===== src/rtl/whack_pkg.sv =====
// whack_pkg: shared state encoding, default timing and LFSR taps for the whack round controller
package whack_pkg;
  typedef enum logic [2:0] {
    IDLE  = 3'd0,
    CLEAR = 3'd1,
    GAP   = 3'd2,
    SHOW  = 3'd3,
    OVER  = 3'd4
  } state_e;
  localparam int DEF_LIFE_CYCLES = 50000000;
  localparam int DEF_GAP_CYCLES = 12500000;
  localparam logic [15:0] LFSR_TAPS = 16'hB400;
endpackage


===== src/rtl/target_lfsr.sv =====
// target_lfsr: 16-bit Galois LFSR (taps 16,14,13,11), exposing its low OUT_W bits
module target_lfsr
  import whack_pkg::*;
#(
  parameter logic [15:0] SEED = 16'hACE1,
  parameter int OUT_W = 16
) (
  input  logic             clock,
  input  logic             resetn,
  input  logic             advance,
  output logic [OUT_W-1:0] state
);
  logic [15:0] state_q, state_d;
  always_comb state_d = advance ? ({1'b0, state_q[15:1]} ^ (state_q[0] ? LFSR_TAPS : 16'h0)) : state_q;
  always_ff @(posedge clock or negedge resetn)
    if (!resetn) state_q <= SEED;
    else state_q <= state_d;
  assign state = state_q[OUT_W-1:0];
endmodule


===== src/rtl/whack_round_controller.sv =====
// whack_round_controller: runs a whack-a-mole round, lighting random targets and scoring
// hits and misses while the downstream countdown timer is enabled
module whack_round_controller
  import whack_pkg::*;
#(
  parameter int NUM_TARGETS = 4,
  parameter int TARGET_LIFE_CYCLES = DEF_LIFE_CYCLES,
  parameter int GAP_CYCLES = DEF_GAP_CYCLES,
  parameter int SCORE_WIDTH = 8,
  parameter logic [15:0] LFSR_SEED = 16'hACE1
) (
  input  logic                   clock,
  input  logic                   resetn,
  input  logic                   startGame,
  input  logic [NUM_TARGETS-1:0] hitKeys,
  input  logic                   gameEnd,
  output logic                   enableCountdown,
  output logic                   scoreReset,
  output logic [NUM_TARGETS-1:0] activeTarget,
  output logic [SCORE_WIDTH-1:0] score,
  output logic [SCORE_WIDTH-1:0] misses,
  output logic                   gameOver
);
  localparam int TW = $clog2(NUM_TARGETS);
  localparam int LW = $clog2(TARGET_LIFE_CYCLES + 1);
  localparam int GW = $clog2(GAP_CYCLES + 1);

  state_e                 state_q, state_d;
  logic [GW-1:0]          gap_q, gap_d;
  logic [LW-1:0]          life_q, life_d;
  logic [TW-1:0]          tgt_q, tgt_d, raw, pick, lfsr;
  logic                   has_prev_q, has_prev_d;
  logic                   start_q;
  logic [NUM_TARGETS-1:0] keys_q, key_rise, act_q, act_d;
  logic [SCORE_WIDTH-1:0] score_q, score_d, misses_q, misses_d, score_inc, misses_inc;
  logic                   start_rise, en_q, en_d, srst_q, srst_d, gover_q, gover_d;

  target_lfsr #(.SEED(LFSR_SEED), .OUT_W(TW)) u_lfsr (
    .clock   (clock),
    .resetn  (resetn),
    .advance (state_q != IDLE),
    .state   (lfsr)
  );

  always_comb begin
    start_rise = startGame & ~start_q;
    key_rise = hitKeys & ~keys_q;
    raw = lfsr;
    // never relight the target that was just shown; wraps mod NUM_TARGETS
    pick = (has_prev_q && raw == tgt_q) ? raw + 1'b1 : raw;
    score_inc = &score_q ? score_q : score_q + 1'b1;
    misses_inc = &misses_q ? misses_q : misses_q + 1'b1;
    state_d = state_q;
    gap_d = gap_q;
    life_d = life_q;
    tgt_d = tgt_q;
    has_prev_d = has_prev_q;
    score_d = score_q;
    misses_d = misses_q;
    case (state_q)
      IDLE, OVER: if (start_rise) begin
        state_d = CLEAR;
        score_d = '0;
        misses_d = '0;
        has_prev_d = 1'b0;
      end
      CLEAR: begin
        state_d = GAP;
        gap_d = GW'(GAP_CYCLES - 1);
      end
      GAP:
        if (gameEnd) state_d = OVER;
        else if (gap_q == '0) begin
          state_d = SHOW;
          life_d = LW'(TARGET_LIFE_CYCLES - 1);
          tgt_d = pick;
          has_prev_d = 1'b1;
        end else gap_d = gap_q - 1'b1;
      SHOW:
        if (gameEnd) state_d = OVER;
        else if (key_rise[tgt_q]) begin
          state_d = GAP;
          gap_d = GW'(GAP_CYCLES - 1);
          score_d = score_inc;
        end else if (life_q == '0) begin
          state_d = GAP;
          gap_d = GW'(GAP_CYCLES - 1);
          misses_d = misses_inc;
        end else begin
          life_d = life_q - 1'b1;
          misses_d = |(key_rise & ~(NUM_TARGETS'(1) << tgt_q)) ? misses_inc : misses_q;
        end
      default: state_d = IDLE;
    endcase
    en_d = state_d == GAP || state_d == SHOW;
    srst_d = state_d == CLEAR;
    act_d = state_d == SHOW ? NUM_TARGETS'(1) << tgt_d : '0;
    gover_d = state_d == OVER;
  end

  always_ff @(posedge clock or negedge resetn)
    if (!resetn) begin
      state_q <= IDLE;
      gap_q <= '0;
      life_q <= '0;
      tgt_q <= '0;
      has_prev_q <= 1'b0;
      start_q <= 1'b0;
      keys_q <= '0;
      score_q <= '0;
      misses_q <= '0;
      en_q <= 1'b0;
      srst_q <= 1'b0;
      act_q <= '0;
      gover_q <= 1'b0;
    end else begin
      state_q <= state_d;
      gap_q <= gap_d;
      life_q <= life_d;
      tgt_q <= tgt_d;
      has_prev_q <= has_prev_d;
      start_q <= startGame;
      keys_q <= hitKeys;
      score_q <= score_d;
      misses_q <= misses_d;
      en_q <= en_d;
      srst_q <= srst_d;
      act_q <= act_d;
      gover_q <= gover_d;
    end

  assign enableCountdown = en_q;
  assign scoreReset = srst_q;
  assign activeTarget = act_q;
  assign score = score_q;
  assign misses = misses_q;
  assign gameOver = gover_q;
endmodule


===== config.mk =====
export PLATFORM = sky130hd
export DESIGN_NAME = whack_round_controller
export DESIGN_NICKNAME = d
export VERILOG_FILES = /design/src/rtl/whack_pkg.sv /design/src/rtl/target_lfsr.sv /design/src/rtl/whack_round_controller.sv
export SDC_FILE = /design/constraint.sdc
export NUM_CORES = 1
export LEC_CHECK = 0
export CAP_MARGIN = 20
export CORE_ASPECT_RATIO = 1.1
export CORE_MARGIN = 5
export CORE_UTILIZATION = 25
export CTS_CLUSTER_DIAMETER = 50
export DETAILED_ROUTE_END_ITERATION = 7
export GPL_TIMING_DRIVEN = 0
export SYNTH_ARGS = -nofsm -noshare
export SYNTH_HDL_FRONTEND = slang
export SYNTH_HIERARCHICAL = 1
export SYNTH_SLANG_ARGS = --single-unit

===== constraint.sdc =====
create_clock -name clock -period 3.1 [get_ports clock]
set_input_delay 0.775 -clock clock [delete_from_list [all_inputs] [get_ports clock]]
set_output_delay 0.775 -clock clock [all_outputs]
set_load 0.02 [all_outputs]

; ---- Word-level counts from Yosys, hierarchy flattened
; Cells that the tools add are included.
[op_classes]
addsub = 5
magnitude_cmp = 1
n_eq_ne = 20
n_shift = 2
mux = 42
bitwise = 7
reduce_logical = 19
[op_table]
columns = op, n
row1 = $mux W26, 5
row2 = $mux W24, 5
row3 = $mux W8, 9
row4 = $pmux W24 S3, 1
row5 = $pmux W26 S2, 1
row6 = $pmux W8 S2, 2
row7 = $logic_not A26 Y1, 1
row8 = $sub A26 B1 Y26 const B, 1
row9 = $logic_not A24 Y1, 1
row10 = $sub A24 B1 Y24 const B, 1
row11 = $mux W3, 6
row12 = $ne A2 B2 Y1 const B, 9
row13 = $add A8 B1 Y8 const B, 2
row14 = $mux W16, 1
row15 = $reduce_and A8 Y1, 2
row16 = $xor A15 B16 Y16, 1
row17 = $reduce_and A5 Y1, 3
row18 = $eq A3 B2 Y1 const B, 4
row19 = $pmux W3 S4, 1
row20 = $and A4 B4 Y4, 2
row21 = $mux W2, 4
row22 = $not A4 Y4, 2
row23 = $shl A1 B2 Y4 const A, 2
row24 = $eq A3 B1 Y1 const B, 2
row25 = other kinds (20), 28
[word_totals]
reg_bits = 100
inputBits = 8

; ---- Longest topological paths before layout
[logic_depth]
depth_word = 9
depth_mapped = 11
ltp_nobuf = 8

; ---- Hierarchy
; The synthesis kept the hierarchy.
[modules_own_cells]
columns = mod, n_inst, cells_per_inst, area_per_inst_um2, seq_area_each_um2
row1 = whack_round_controller, 1, 476, 4504.3, 2102.0
row2 = target_lfsr, 1, 42, 670.6, 410.4

; ---- Worst setup path before layout
; No wires, ideal clock.
[synth_path]
path_type = in2reg
from = input hitKeys[3]
to = register gap_q[15]
setup_time_ns = 0.124
arrival_time_ns = 2.559
setup_slack_ns = 0.417
stages = 9
path_buffers = 3
path_cell_list = nor2b_1 > mux4_2 > or3_1 > buf_2 > nor2_2 > buf_6 > buf_2 > nor2_1 > a211o_1
[synth_via]
elab_chain_len = 6
elab_cells_between_ends = 8
cone_classes = eq/ne (1) / mux (5) / bitwise (1) / reduce/logical (1)
[synth_rtl]
columns = element, line_no
row1 = from (decl), whack_round_controller.sv:15  ; input logic [NUM_TARGETS-1:0] hitKeys,
row2 = $and A4 B4 Y4 (*), whack_round_controller.sv:47  ; key_rise = hitKeys & ~keys_q;
row3 = $bmux W1 S2 (*), whack_round_controller.sv:81  ; else if (key_rise[tgt_q]) begin
row4 = $mux W1 (not written as such) (*), whack_round_controller.sv:81
row5 = $mux W24, whack_round_controller.sv:81
row6 = $mux W24, whack_round_controller.sv:80  ; if (gameEnd) state_d = OVER;
row7 = $pmux W24 S3, whack_round_controller.sv:60  ; case (state_q)
row8 = to (signal assigned), whack_round_controller.sv:118  ; gap_q <= gap_d;
row9 = to (decl), whack_round_controller.sv:29  ; logic [GW-1:0] gap_q, gap_d;
; Every way passes the cells marked *; elsewhere a longest branch is shown, timed or not. The select of a mux whose other input is x is not followed.
; A chain may end at the register's enable or synchronous reset.

; ---- Worst setup path after layout
[layout_path]
from = input hitKeys[1]
to = register gap_q[15]
; Same word-level chain as after synthesis.

==> flow_summary.toml <==
[synthesis]
synth.most_common_cell = "dfrtp_1"
ys_top_cells_by_count = "dfrtp_1 (92), nand2_1 (37), nor2_1 (37)"
synthCells = 518
synth_area_leaders = "dfrtp_1 (44%), dfstp_2 (4.1%), or4_1 (3.2%)"
ys_async_sr_fraction = 1.000
yosysTopAreaCell = "dfrtp_1"
synth_cell_types = 61
syn_nets = 530
synth_top_area_share = 0.4449
avgSynthCellArea_um2 = 9.990
synth_edf_count = 0
yosysWarnings = 6
synth_flop_cell = "dfrtp_1"
ys_seq_elements = 100
ys_seq_area_frac = 0.4855
synth_area_um2 = 5175

[route]
via_per_inst = 4.945
ant_nets = 0
drcViolationCount = 0
firstDrtPassIters = 4
drt_iter0_drc = 192
via_count = 4075
drt_wl_total_um = 12080
wire_per_inst_um = 14.66

[finish]
final_layout_size_suffix_gt1_frac = 0.1391
seq_area_um2 = 2512
fillCellCount = 2132
diodes = 0
fin_nets = 575
area_delta_synth_final_pct = 20.09
multi_input_area_um2 = 2480

[sta]
worst_pin_slew_ns = 0.8832
relSlewSlack = 0.4067
rsz0062_at_grt = "true"
period_share = 0.9554
maxSlewViolCount = 0
fin_worst_skew_ns = 0.006539
hold_violations = 0
setup_viol = 0
period_needed_ns = 2.962
max_freq_mhz = 337.6
whs_ns = 0.4598

[die]
die_w_um = 147.2
dieArea_um2 = 23680
rows = 55
core_area_um2 = 20510
design.portCount = 31
start_util = 0.2523
die_h_um = 160.9

[pwr]
finalPower_mw = 4.065
swShare = 0.3058
power_leakage_nw = 2.436
seq_power_share = 0.430
cellPowerDensity_nw_per_um2 = 654.0
ir_drop_v = 0.0002986
clockPowerShare = 0.303
pwr-share-comb = 0.268
p_sw_mw = 1.243
p_int_mw = 2.822

[clock_tree]
cts_tree = "built"
cts_sinks = 100
cts.clk_slew.worst_paths_ns = 0.07
cts_buffers = 9
clk_latency_ns = 0.35
cts-root-buf = "clkbuf_16"
clockBufferDepth = 2
cts_max_level = 3

[worst_setup_path]
arrival_ns = 3.20
cp.required_ns = 3.34
cp_cell_sequence = "clkdlybuf4s50_1, nor2b_1, mux4_2, or3_1, buf_2, nor2_4, buf_6, buf_6, nor2_1, a211o_1"
r2r_setup_slack_ns = 0.26
startpoint_type = "input port"
cpMostUsedCell = "buf_6"
worstSetupPathType = "in -> reg"
cpLargestDelayFamily = "buffers and inverters"
max_stage_delay_ns = 0.54
cp_slowest_cell = "mux4_2"
end_kind = "flip-flop"
crit_buf_inv = 4
cp_max_fo = 10

[grt]
overflow = 0
grt_pass1_wl_um = 20830
antenna_found_initial = 0
grt_pass1_vias = 4004
globalRouteTotalUtil = 0.1066
grt_start_max_net_pins = 54

[outcome]
outcome = "complete, no violations"

[min_path]
holdCritPathClass = "in -> async"

[placed_design]
place_hpwl_um = 8345
gp_congestion = 0.8048
io_buffers = 30

[job]
drv_cap = 0
==> cell type report <==
class                           count  share of cell area
Sequential cell                   100              0.4043
Multi-Input combinational cell    381              0.3990
Timing Repair Buffer               34             0.05577
Tap cell                          256             0.05154
Clock buffer                       11             0.03906
Buffer                             29             0.03181
Clock inverter                      5             0.01369
Inverter                            8            0.004832
==> state kept, by name (all words and copies together), names as in the netlist, 2 cells and up <==
register and count:
activeTarget 4, gap_q 24, keys_q 4, life_q 26, misses 8, score 8, state_q 3, tgt_q 2
u_lfsr/state_q 16
==> path summary, 6_finish.rpt <==
| check | from | end | cells after the start |
|---|---|---|---|
| hold / removal | resetn | score[3]$_DFFE_PN0P_ | 1 |
| max in group asynchronous | resetn | life_q[22]$_DFFE_PN0P_ | 2 |
| setup / recovery | hitKeys[1] | gap_q[15]$_DFFE_PN0P_ | 10 |
| setup reg to reg | life_q[0]$_DFFE_PN0P_ | gap_q[1]$_DFFE_PN0P_ | 11 |
| min in group clock | life_q[0]$_DFFE_PN0P_ | life_q[0]$_DFFE_PN0P_ | 1 |
| hold reg to reg | life_q[0]$_DFFE_PN0P_ | life_q[0]$_DFFE_PN0P_ | 1 |
==> kinds of logic after synthesis <==
| group | Yosys count | share of synthesized area |
|---|---|---|
| compound gates | 99 | 0.1170 |
| xor+xnor | 15 | 0.02539 |
| fa+ha+maj | 4 | 0.009672 |
| buf+inv | 37 | 0.03989 |
| flops | 100 | 0.4855 |
| mux | 26 | 0.05875 |
| simple gates | 237 | 0.2638 |
==> stage by stage <==
stage	cells	utilization	TNS, ns	worst slack (ns)	instance area [um2]
6_report	824	0.3031	0	0.1382	6215
2_1_floorplan	518	-	0	0.4169	5175
3_3_place_gp	804	0.2826	-270.84	-2.696	5796
3_5_place_dp	805	0.2838	-12.27	-0.4390	5821
4_1_cts	821	0.3001	0	0.02226	6155
5_1_grt	824	0.3031	-0.01439	-0.01439	6215
==> per-layer routing <==
layer	track usage	wire length (um)	share of wire	vias to the layer above
li1	-	-	-	2010
met2	0.1706	5636	0.47	48
met4	0.03347	188	0.016	0
met5	0	0	0	-
met3	0.02624	380	0.031	11
met1	0.1422	5872	0.49	2006
==> power by group through the flow <==
stage	Combinational (mW)	Clock, mW	Sequential (mW)
CTS	1.09	1.27	1.75
global placement	1.06	0	1.77
detailed placement	1.09	0	1.77
global route	1.21	1.31	1.78
floorplan	0.796	0	1.75
finish	1.09	1.23	1.75
==> layout by cell type (no fill, tap or decap), types with 10 or more instances in the layout <==
cell type / instances
nor2_1: 37
clkbuf_1: 10
mux2i_1: 12
or4_1: 22
or3_1: 21
nor4_1: 15
nand2_1: 37
nand2b_1: 10
o31ai_1: 19
a21oi_1: 32
o21ai_0: 23
nand3_1: 24
xnor2_1: 13
clkdlybuf4s50_1: 28
nor3_1: 14
dfrtp_1: 92
==> repair_timing <==
item	CTS	global route
setup endpoints to repair	8	18
buffers inserted	0	3
resized for setup	2	14
pin swaps	0	1
hold buffers	0	0
(Power assumes the default switching activity.)
